`src/rtl/memtrace_sched_pkg.sv`:
```
// memtrace_sched_pkg: shared state encoding, default widths and buffered lane record
// for the memtrace lane scheduler.
package memtrace_sched_pkg;

    localparam int DEF_DATA_WIDTH = 64;
    localparam int DEF_MASK_WIDTH = 8;

    typedef enum logic [1:0] {IDLE, ISSUE, DRAIN, DONE} state_t;

    // Lanes are stored at the default widths; narrower configurations zero-extend on capture.
    typedef struct packed {
        logic [DEF_DATA_WIDTH-1:0] address;
        logic                      is_store;
        logic [DEF_MASK_WIDTH-1:0] store_mask;
        logic [DEF_DATA_WIDTH-1:0] data;
    } lane_t;

endpackage

```
`src/rtl/memtrace_lane_scheduler_if.sv`:
```
// memtrace_lane_scheduler_if: multi-lane trace bundle in, serialized memory request out.
// master = scheduler side, slave = trace reader / memory side.
interface memtrace_lane_scheduler_if #(
    parameter int NUM_THREADS = 4,
    parameter int DATA_WIDTH  = memtrace_sched_pkg::DEF_DATA_WIDTH,
    parameter int MASK_WIDTH  = memtrace_sched_pkg::DEF_MASK_WIDTH
);

    localparam int TID_WIDTH = (NUM_THREADS > 1) ? $clog2(NUM_THREADS) : 1;

    logic                              trace_read_ready;
    logic [NUM_THREADS-1:0]            trace_read_valid;
    logic [DATA_WIDTH*NUM_THREADS-1:0] trace_read_address;
    logic [NUM_THREADS-1:0]            trace_read_is_store;
    logic [MASK_WIDTH*NUM_THREADS-1:0] trace_read_store_mask;
    logic [DATA_WIDTH*NUM_THREADS-1:0] trace_read_data;
    logic                              trace_read_finished;

    logic                              mem_req_valid;
    logic                              mem_req_ready;
    logic [TID_WIDTH-1:0]              mem_req_tid;
    logic [DATA_WIDTH-1:0]             mem_req_address;
    logic                              mem_req_is_store;
    logic [MASK_WIDTH-1:0]             mem_req_store_mask;
    logic [DATA_WIDTH-1:0]             mem_req_data;
    logic                              mem_resp_valid;

    modport master (
        output trace_read_ready,
        input  trace_read_valid, trace_read_address, trace_read_is_store,
               trace_read_store_mask, trace_read_data, trace_read_finished,
        output mem_req_valid, mem_req_tid, mem_req_address, mem_req_is_store,
               mem_req_store_mask, mem_req_data,
        input  mem_req_ready, mem_resp_valid
    );

    modport slave (
        input  trace_read_ready,
        output trace_read_valid, trace_read_address, trace_read_is_store,
               trace_read_store_mask, trace_read_data, trace_read_finished,
        input  mem_req_valid, mem_req_tid, mem_req_address, mem_req_is_store,
               mem_req_store_mask, mem_req_data,
        output mem_req_ready, mem_resp_valid
    );

endinterface

```
`src/rtl/memtrace_lane_pick.sv`:
```
// memtrace_lane_pick: lowest-set-bit priority encoder, giving the index and an any-set flag.
module memtrace_lane_pick #(
    parameter int N = 4,
    parameter int W = (N > 1) ? $clog2(N) : 1
) (
    input  logic [N-1:0] req,
    output logic [W-1:0] idx,
    output logic         any
);

    // Scanning downward lets the lowest set bit win.
    always_comb begin
        idx = '0;
        for (int i = N - 1; i >= 0; i--)
            if (req[i]) idx = W'(i);
    end

    assign any = |req;

endmodule

```
`src/rtl/memtrace_lane_scheduler.sv`:
```
// memtrace_lane_scheduler: serializes valid trace lanes onto one credit-limited request port.
// Defining MEMTRACE_SCHED_STATS_EN adds saturating request/stall counters.
module memtrace_lane_scheduler
    import memtrace_sched_pkg::*;
#(
    parameter int NUM_THREADS  = 4,
    parameter int MAX_INFLIGHT = 8,
    parameter int DATA_WIDTH   = DEF_DATA_WIDTH,
    parameter int MASK_WIDTH   = DEF_MASK_WIDTH
) (
    input  logic                              clock,
    input  logic                              reset,
    memtrace_lane_scheduler_if.master         bus,
    output logic [$clog2(MAX_INFLIGHT+1)-1:0] inflight,
    output logic                              done,
    output logic                              err_underflow
`ifdef MEMTRACE_SCHED_STATS_EN
    ,
    output logic [31:0]                       stat_req_count,
    output logic [31:0]                       stat_credit_stall,
    output logic [31:0]                       stat_bp_stall
`endif
);

    localparam int CW = $clog2(MAX_INFLIGHT + 1);
    localparam int TW = (NUM_THREADS > 1) ? $clog2(NUM_THREADS) : 1;

    state_t                 state;
    lane_t                  lanes [NUM_THREADS];
    logic [NUM_THREADS-1:0] pending;
    logic [NUM_THREADS-1:0] pending_next;
    logic                   fin;
    logic                   any;
    logic                   credit;
    logic                   fire;
    logic [TW-1:0]          sel;

    memtrace_lane_pick #(.N(NUM_THREADS), .W(TW)) u_pick (
        .req(pending),
        .idx(sel),
        .any(any)
    );

    assign credit                 = inflight < CW'(MAX_INFLIGHT);
    assign bus.trace_read_ready   = reset && state == IDLE;
    assign bus.mem_req_valid      = reset && state == ISSUE && any && credit;
    assign fire                   = bus.mem_req_valid && bus.mem_req_ready;
    // Issuing always retires the lowest pending lane, so dropping the lowest set bit suffices.
    assign pending_next           = pending & (pending - NUM_THREADS'(1));
    assign bus.mem_req_tid        = sel;
    assign bus.mem_req_address    = lanes[sel].address[DATA_WIDTH-1:0];
    assign bus.mem_req_is_store   = lanes[sel].is_store;
    assign bus.mem_req_store_mask = lanes[sel].store_mask[MASK_WIDTH-1:0];
    assign bus.mem_req_data       = lanes[sel].data[DATA_WIDTH-1:0];

    always_ff @(posedge clock) begin
        if (!reset) begin
            state         <= IDLE;
            pending       <= '0;
            fin           <= 1'b0;
            inflight      <= '0;
            done          <= 1'b0;
            err_underflow <= 1'b0;
            for (int g = 0; g < NUM_THREADS; g++) lanes[g] <= '0;
        end else begin
            case (state)
                IDLE: begin
                    if (|bus.trace_read_valid) begin
                        for (int g = 0; g < NUM_THREADS; g++)
                            lanes[g] <= '{
                                address:    DEF_DATA_WIDTH'(bus.trace_read_address[DATA_WIDTH*g +: DATA_WIDTH]),
                                is_store:   bus.trace_read_is_store[g],
                                store_mask: DEF_MASK_WIDTH'(bus.trace_read_store_mask[MASK_WIDTH*g +: MASK_WIDTH]),
                                data:       DEF_DATA_WIDTH'(bus.trace_read_data[DATA_WIDTH*g +: DATA_WIDTH])
                            };
                        pending <= bus.trace_read_valid;
                        fin     <= bus.trace_read_finished;
                        state   <= ISSUE;
                    end else if (bus.trace_read_finished) begin
                        state <= DRAIN;
                    end
                end
                ISSUE: begin
                    if (fire) begin
                        pending <= pending_next;
                        if (pending_next == '0) state <= fin ? DRAIN : IDLE;
                    end
                end
                DRAIN: begin
                    if (inflight == '0) begin
                        state <= DONE;
                        done  <= 1'b1;
                    end
                end
                default: ;
            endcase
            // A simultaneous issue and response cancel; a response with nothing outstanding is flagged.
            if (fire && !bus.mem_resp_valid) begin
                inflight <= inflight + CW'(1);
            end else if (!fire && bus.mem_resp_valid) begin
                if (inflight == '0) err_underflow <= 1'b1;
                else inflight <= inflight - CW'(1);
            end
        end
    end

`ifdef MEMTRACE_SCHED_STATS_EN
    always_ff @(posedge clock) begin
        if (!reset) begin
            stat_req_count    <= '0;
            stat_credit_stall <= '0;
            stat_bp_stall     <= '0;
        end else begin
            if (fire && !(&stat_req_count)) stat_req_count <= stat_req_count + 32'd1;
            if (state == ISSUE && any && !credit && !(&stat_credit_stall))
                stat_credit_stall <= stat_credit_stall + 32'd1;
            if (bus.mem_req_valid && !bus.mem_req_ready && !(&stat_bp_stall))
                stat_bp_stall <= stat_bp_stall + 32'd1;
        end
    end
`endif

endmodule

```
`src/flat_wrapper.sv`:
```
// flat-port wrapper written by rule: the top's interface ports become plain ports
module memtrace_lane_scheduler_flat import memtrace_sched_pkg::*;
#(
    parameter int NUM_THREADS  = 4,
    parameter int MAX_INFLIGHT = 8,
    parameter int DATA_WIDTH   = DEF_DATA_WIDTH,
    parameter int MASK_WIDTH   = DEF_MASK_WIDTH
)
  (clock, reset, inflight, done, err_underflow, bus_trace_read_ready, bus_trace_read_valid, bus_trace_read_address, bus_trace_read_is_store, bus_trace_read_store_mask, bus_trace_read_data, bus_trace_read_finished, bus_mem_req_valid, bus_mem_req_tid, bus_mem_req_address, bus_mem_req_is_store, bus_mem_req_store_mask, bus_mem_req_data, bus_mem_req_ready, bus_mem_resp_valid);
  memtrace_lane_scheduler_if #(.NUM_THREADS(NUM_THREADS), .DATA_WIDTH(DATA_WIDTH), .MASK_WIDTH(MASK_WIDTH)) bus_i ();
  input  logic clock;
  input  logic reset;
  output logic [$clog2(MAX_INFLIGHT+1)-1:0] inflight;
  output logic done;
  output logic err_underflow;
  output wire logic [$bits(bus_i.trace_read_ready)-1:0] bus_trace_read_ready;
  input wire logic [$bits(bus_i.trace_read_valid)-1:0] bus_trace_read_valid;
  input wire logic [$bits(bus_i.trace_read_address)-1:0] bus_trace_read_address;
  input wire logic [$bits(bus_i.trace_read_is_store)-1:0] bus_trace_read_is_store;
  input wire logic [$bits(bus_i.trace_read_store_mask)-1:0] bus_trace_read_store_mask;
  input wire logic [$bits(bus_i.trace_read_data)-1:0] bus_trace_read_data;
  input wire logic [$bits(bus_i.trace_read_finished)-1:0] bus_trace_read_finished;
  output wire logic [$bits(bus_i.mem_req_valid)-1:0] bus_mem_req_valid;
  output wire logic [$bits(bus_i.mem_req_tid)-1:0] bus_mem_req_tid;
  output wire logic [$bits(bus_i.mem_req_address)-1:0] bus_mem_req_address;
  output wire logic [$bits(bus_i.mem_req_is_store)-1:0] bus_mem_req_is_store;
  output wire logic [$bits(bus_i.mem_req_store_mask)-1:0] bus_mem_req_store_mask;
  output wire logic [$bits(bus_i.mem_req_data)-1:0] bus_mem_req_data;
  input wire logic [$bits(bus_i.mem_req_ready)-1:0] bus_mem_req_ready;
  input wire logic [$bits(bus_i.mem_resp_valid)-1:0] bus_mem_resp_valid;
  assign bus_trace_read_ready = bus_i.trace_read_ready;
  assign bus_i.trace_read_valid = bus_trace_read_valid;
  assign bus_i.trace_read_address = bus_trace_read_address;
  assign bus_i.trace_read_is_store = bus_trace_read_is_store;
  assign bus_i.trace_read_store_mask = bus_trace_read_store_mask;
  assign bus_i.trace_read_data = bus_trace_read_data;
  assign bus_i.trace_read_finished = bus_trace_read_finished;
  assign bus_mem_req_valid = bus_i.mem_req_valid;
  assign bus_mem_req_tid = bus_i.mem_req_tid;
  assign bus_mem_req_address = bus_i.mem_req_address;
  assign bus_mem_req_is_store = bus_i.mem_req_is_store;
  assign bus_mem_req_store_mask = bus_i.mem_req_store_mask;
  assign bus_mem_req_data = bus_i.mem_req_data;
  assign bus_i.mem_req_ready = bus_mem_req_ready;
  assign bus_i.mem_resp_valid = bus_mem_resp_valid;
  memtrace_lane_scheduler #(.NUM_THREADS(NUM_THREADS), .MAX_INFLIGHT(MAX_INFLIGHT), .DATA_WIDTH(DATA_WIDTH), .MASK_WIDTH(MASK_WIDTH)) u_core (.clock(clock), .reset(reset), .bus(bus_i), .inflight(inflight), .done(done), .err_underflow(err_underflow));
endmodule
```
`config.mk`:
```
export PLATFORM = sky130hd
export DESIGN_NAME = memtrace_lane_scheduler_flat
export DESIGN_NICKNAME = d
export VERILOG_FILES = /design/src/rtl/memtrace_sched_pkg.sv /design/src/rtl/memtrace_lane_scheduler_if.sv /design/src/rtl/memtrace_lane_pick.sv /design/src/rtl/memtrace_lane_scheduler.sv /design/src/flat_wrapper.sv
export SDC_FILE = /design/constraint.sdc
export NUM_CORES = 1
export LEC_CHECK = 0
export BUFFER_PORTS_ARGS = -buffer_cell sky130_fd_sc_hd__buf_2
export CAP_MARGIN = 25
export CORE_AREA = 4 4 275 277
export CTS_CLUSTER_SIZE = 16
export DETAILED_ROUTE_END_ITERATION = 12
export DIE_AREA = 0 0 279 281
export PLACE_DENSITY_LB_ADDON = 0.3
export SYNTH_ARGS = -nofsm -noshare
export SYNTH_HDL_FRONTEND = slang
export SYNTH_SLANG_ARGS = --single-unit
```
`constraint.sdc`:
```
create_clock -name clock -period 20.3 [get_ports clock]
set_clock_uncertainty 0.05 [all_clocks]
set_input_delay 4.06 -clock clock [delete_from_list [all_inputs] [get_ports clock]]
set_output_delay 4.06 -clock clock [all_outputs]
set_load 0.01 [all_outputs]
```
==> flow_summary.json <==
{
  "synth.distinct_cells": 41,
  "ys_ff_latch": 561,
  "clock_path_buffers": 3,
  "grt_pass1_wl_um": 95500,
  "portBuffers": 703,
  "grt.overflow.total": 0,
  "fin_nets": 2691,
  "wirelength_um": 65700,
  "rsz0062_at_grt": "no",
  "cts-hold-fix-buffers": 0,
  "required_ns": 16.19,
  "path_delay_family": "buffers and inverters",
  "initial_core_util": 0.334,
  "gr-usage-met3": 0.0511,
  "drv_cap": 0,
  "clk_latency_ns": 0.59,
  "synthesis.nets": 1993,
  "synth_cells": 1428,
  "setup_tns_ns": 0,
  "gr-usage-all-layers": 0.160,
  "mappedNetlistArea_sq_mm": 0.0243,
  "place_area_sq_mm": 0.0287,
  "clk_pin_slew_ns": 0.06,
  "slew_headroom": 0.236,
  "hold_class": "reg2reg",
  "path_cells": "buf_2, nand2b_1, nor3_1, buf_2",
  "use_met2": 0.277,
  "cts.sinks": 561,
  "regToRegSetupSlack_ns": 16.07,
  "fp.dieH_um": 281,
  "cts_setup_buffers": 0,
  "start_kind": "input pin",
  "cp_slowest_cell": "buf_2",
  "layout-drive-gt1-share": 0.441,
  "crit_top_cell": "buf_2",
  "busiest_layer": "met2",
  "worst_pin_slew_ns": 1.15,
  "post_drt_wl_per_cell_um": 20.8,
  "seq_area_sq_mm": 0.0167,
  "netSwitchingFraction": 0.313,
  "ys_warn_count": 0,
  "grtUsageMet1": 0.185,
  "antenna_found_initial": 34,
  "layout_min_cycle_time_ns": 9.05,
  "dp_hpwl_um": 46800,
  "path_buf_inv": 2,
  "critical_path_class": "in2out",
  "final.fill_count": 6686,
  "drcViolationCount": 0,
  "finalCritPeriodShare": 0.446,
  "ys_async_sr_fraction": 0,
  "cts_htree_levels": 3,
  "dr.pass1.iters": 4,
  "multiInputGateArea_sq_mm": 0.00711,
  "dieArea_sq_mm": 0.0784,
  "cts_root_buf": "clkbuf_16",
  "timing.hold.ws_ns": 0.440,
  "synth_edf_count": 548,
  "p_int_mw": 3.31,
  "powerDensity_mw_per_mm2": 156,
  "final-hold-violation-count": 0,
  "p_comb_frac": 0.342,
  "cp_max_fo": 22,
  "seqPwrFrac": 0.420,
  "p_leak_nw": 12.9,
  "drt_iter0_markers": 927,
  "die_w_um": 279,
  "avgSynthCellArea_sq_um": 17.0,
  "setup_viol_count_final": 0,
  "ios": 704,
  "core_area_sq_mm": 0.0728,
  "drv_slew": 0,
  "cts_made_buffers": 67,
  "outcome": "complete, no violations",
  "grt_pass1_vias": 15706,
  "grt_max_degree": 173,
  "final_cell_area_sq_mm": 0.0310,
  "power.switching_mw": 1.51,
  "fmax_mhz": 111,
  "vdd.ir_drop.worst_v": 0.0000837,
  "critPathCaptureType": "primary output",
  "viasPerCell": 4.62,
  "area_growth_pct": 27.3,
  "power.share.clock": 0.237,
  "cts-resized-gates": 0,
  "tritoncts": "done",
  "slowest_delay_ns": 0.33,
  "cp.arrival_ns": 4.94,
  "synth-seq-area-share": 0.687,
  "ant_nets": 0,
  "vias": 14593,
  "synth_ff_type": "edfxtp_1",
  "place_congestion": 0.827,
  "std_cell_rows": 99
}
placed cells by master (no fill, tap or decap), types with 2 or more instances in the layout:
cell type	instances
bufinv_16	3
nor2_4	2
buf_4	15
inv_16	2
nor2_1	3
dfxtp_1	13
clkbuf_1	19
nor2b_1	2
mux2i_1	6
nand4_1	2
buf_16	3
inv_1	9
buf_2	703
nor3_1	2
clkbuf_16	67
edfxtp_1	548
inv_6	3
mux4_2	137
ha_1	7
a21oi_1	6
nand2_1	18
clkinv_2	8
inv_2	2
and2_1	549
o211ai_1	4
clkinv_1	11
diode_2	26
clkinv_16	2
buf_12	2
clkinv_4	2
area by class of cell:
type                            instances  area share
Sequential cell                       561       0.540
Timing Repair Buffer                  723       0.121
Multi-Input combinational cell        762       0.229
Clock inverter                         32      0.0104
Inverter                               11     0.00133
Clock buffer                           87      0.0569
Antenna cell                           26     0.00210
Tap cell                              959      0.0387
worst min-delay path, delay by kind of cell, from the launching register on:
family / cells / cell delay, ns
flip-flops: 1 / 0.32
AND/OR/NAND/NOR: 1 / 0.06
multiplexers: 1 / 0.06
per-stage QoR:
step	setup slack [ns]	std cells	power [mW]	utilization
6_report	11.25	3161	4.82	0.425
5_1_grt	11.12	3155	5.09	0.425
4_1_cts	11.25	3132	4.90	0.423
3_5_place_dp	11.25	3013	3.73	0.395
3_3_place_gp	11.28	3013	3.69	0.395
2_1_floorplan	2.89	1428	3.22	-
power by group through the flow:
| stage | Combinational [mW] | Sequential (mW) | Clock, mW |
|---|---|---|---|
| 6_report | 1.65 | 2.03 | 1.14 |
| 5_1_grt | 1.78 | 2.07 | 1.23 |
| 4_1_cts | 1.68 | 2.03 | 1.18 |
| 3_5_place_dp | 1.68 | 2.05 | 0 |
| 3_3_place_gp | 1.66 | 2.02 | 0 |
| 2_1_floorplan | 1.10 | 2.12 | 0 |
synth_stat cells (all sizes together), types with 3 or more instances:
library cell / number / share of area
ha: 7 / 0.0036
nor4: 3 / 0.0016
mux2i: 6 / 0.0025
inv: 11 / 0.0017
o211ai: 4 / 0.0012
nor2: 5 / 0.00087
mux4: 137 / 0.13
clkbuf: 59 / 0.0091
nor3: 3 / 0.00062
dfxtp: 13 / 0.011
edfxtp: 548 / 0.68
and2: 549 / 0.14
nand2: 19 / 0.0029
buf: 35 / 0.011
a21oi: 6 / 0.0012
logic make-up (layout without fill, tap and decap cells):
group           count (synthesis)  in the layout  synth area share
fa+ha+maj                       9              9           0.00484
mux                           143            143             0.129
flops                         561            561             0.687
xor+xnor                        2              2          0.000720
other cells                     0             26                 0
compound gates                 20             20           0.00643
simple gates                  588            588             0.150
buf+inv                       105            853            0.0216
path summary, 6_finish.rpt:
| kind | startpoint | to | depth (start not counted) |
|---|---|---|---|
| max | reset | bus_mem_req_valid | 4 |
| min | u_core.state[1] | u_core.state[1] | 2 |
| max reg2reg | u_core.state[1] | u_core.lanes[1][73] | 7 |
| min reg2reg | u_core.state[1] | u_core.state[1] | 2 |
routing by layer:
metal / wire length [um] / up-vias
li1: - / 6720
met3: 5190 / 124
met5: 94 / -
met1: 24400 / 7230
met2: 34200 / 505
met4: 1880 / 14
flip-flops by register name, summed over array words and instances, names as in the netlist:
| signal | flops |
|---|---|
| u_core.lanes | 548 |
| u_core.inflight | 4 |
| u_core.pending | 4 |
| u_core.state | 2 |
| u_core.done | 1 |
| u_core.err_underflow | 1 |
| u_core.fin | 1 |
Power figures use the tool's default switching activity.
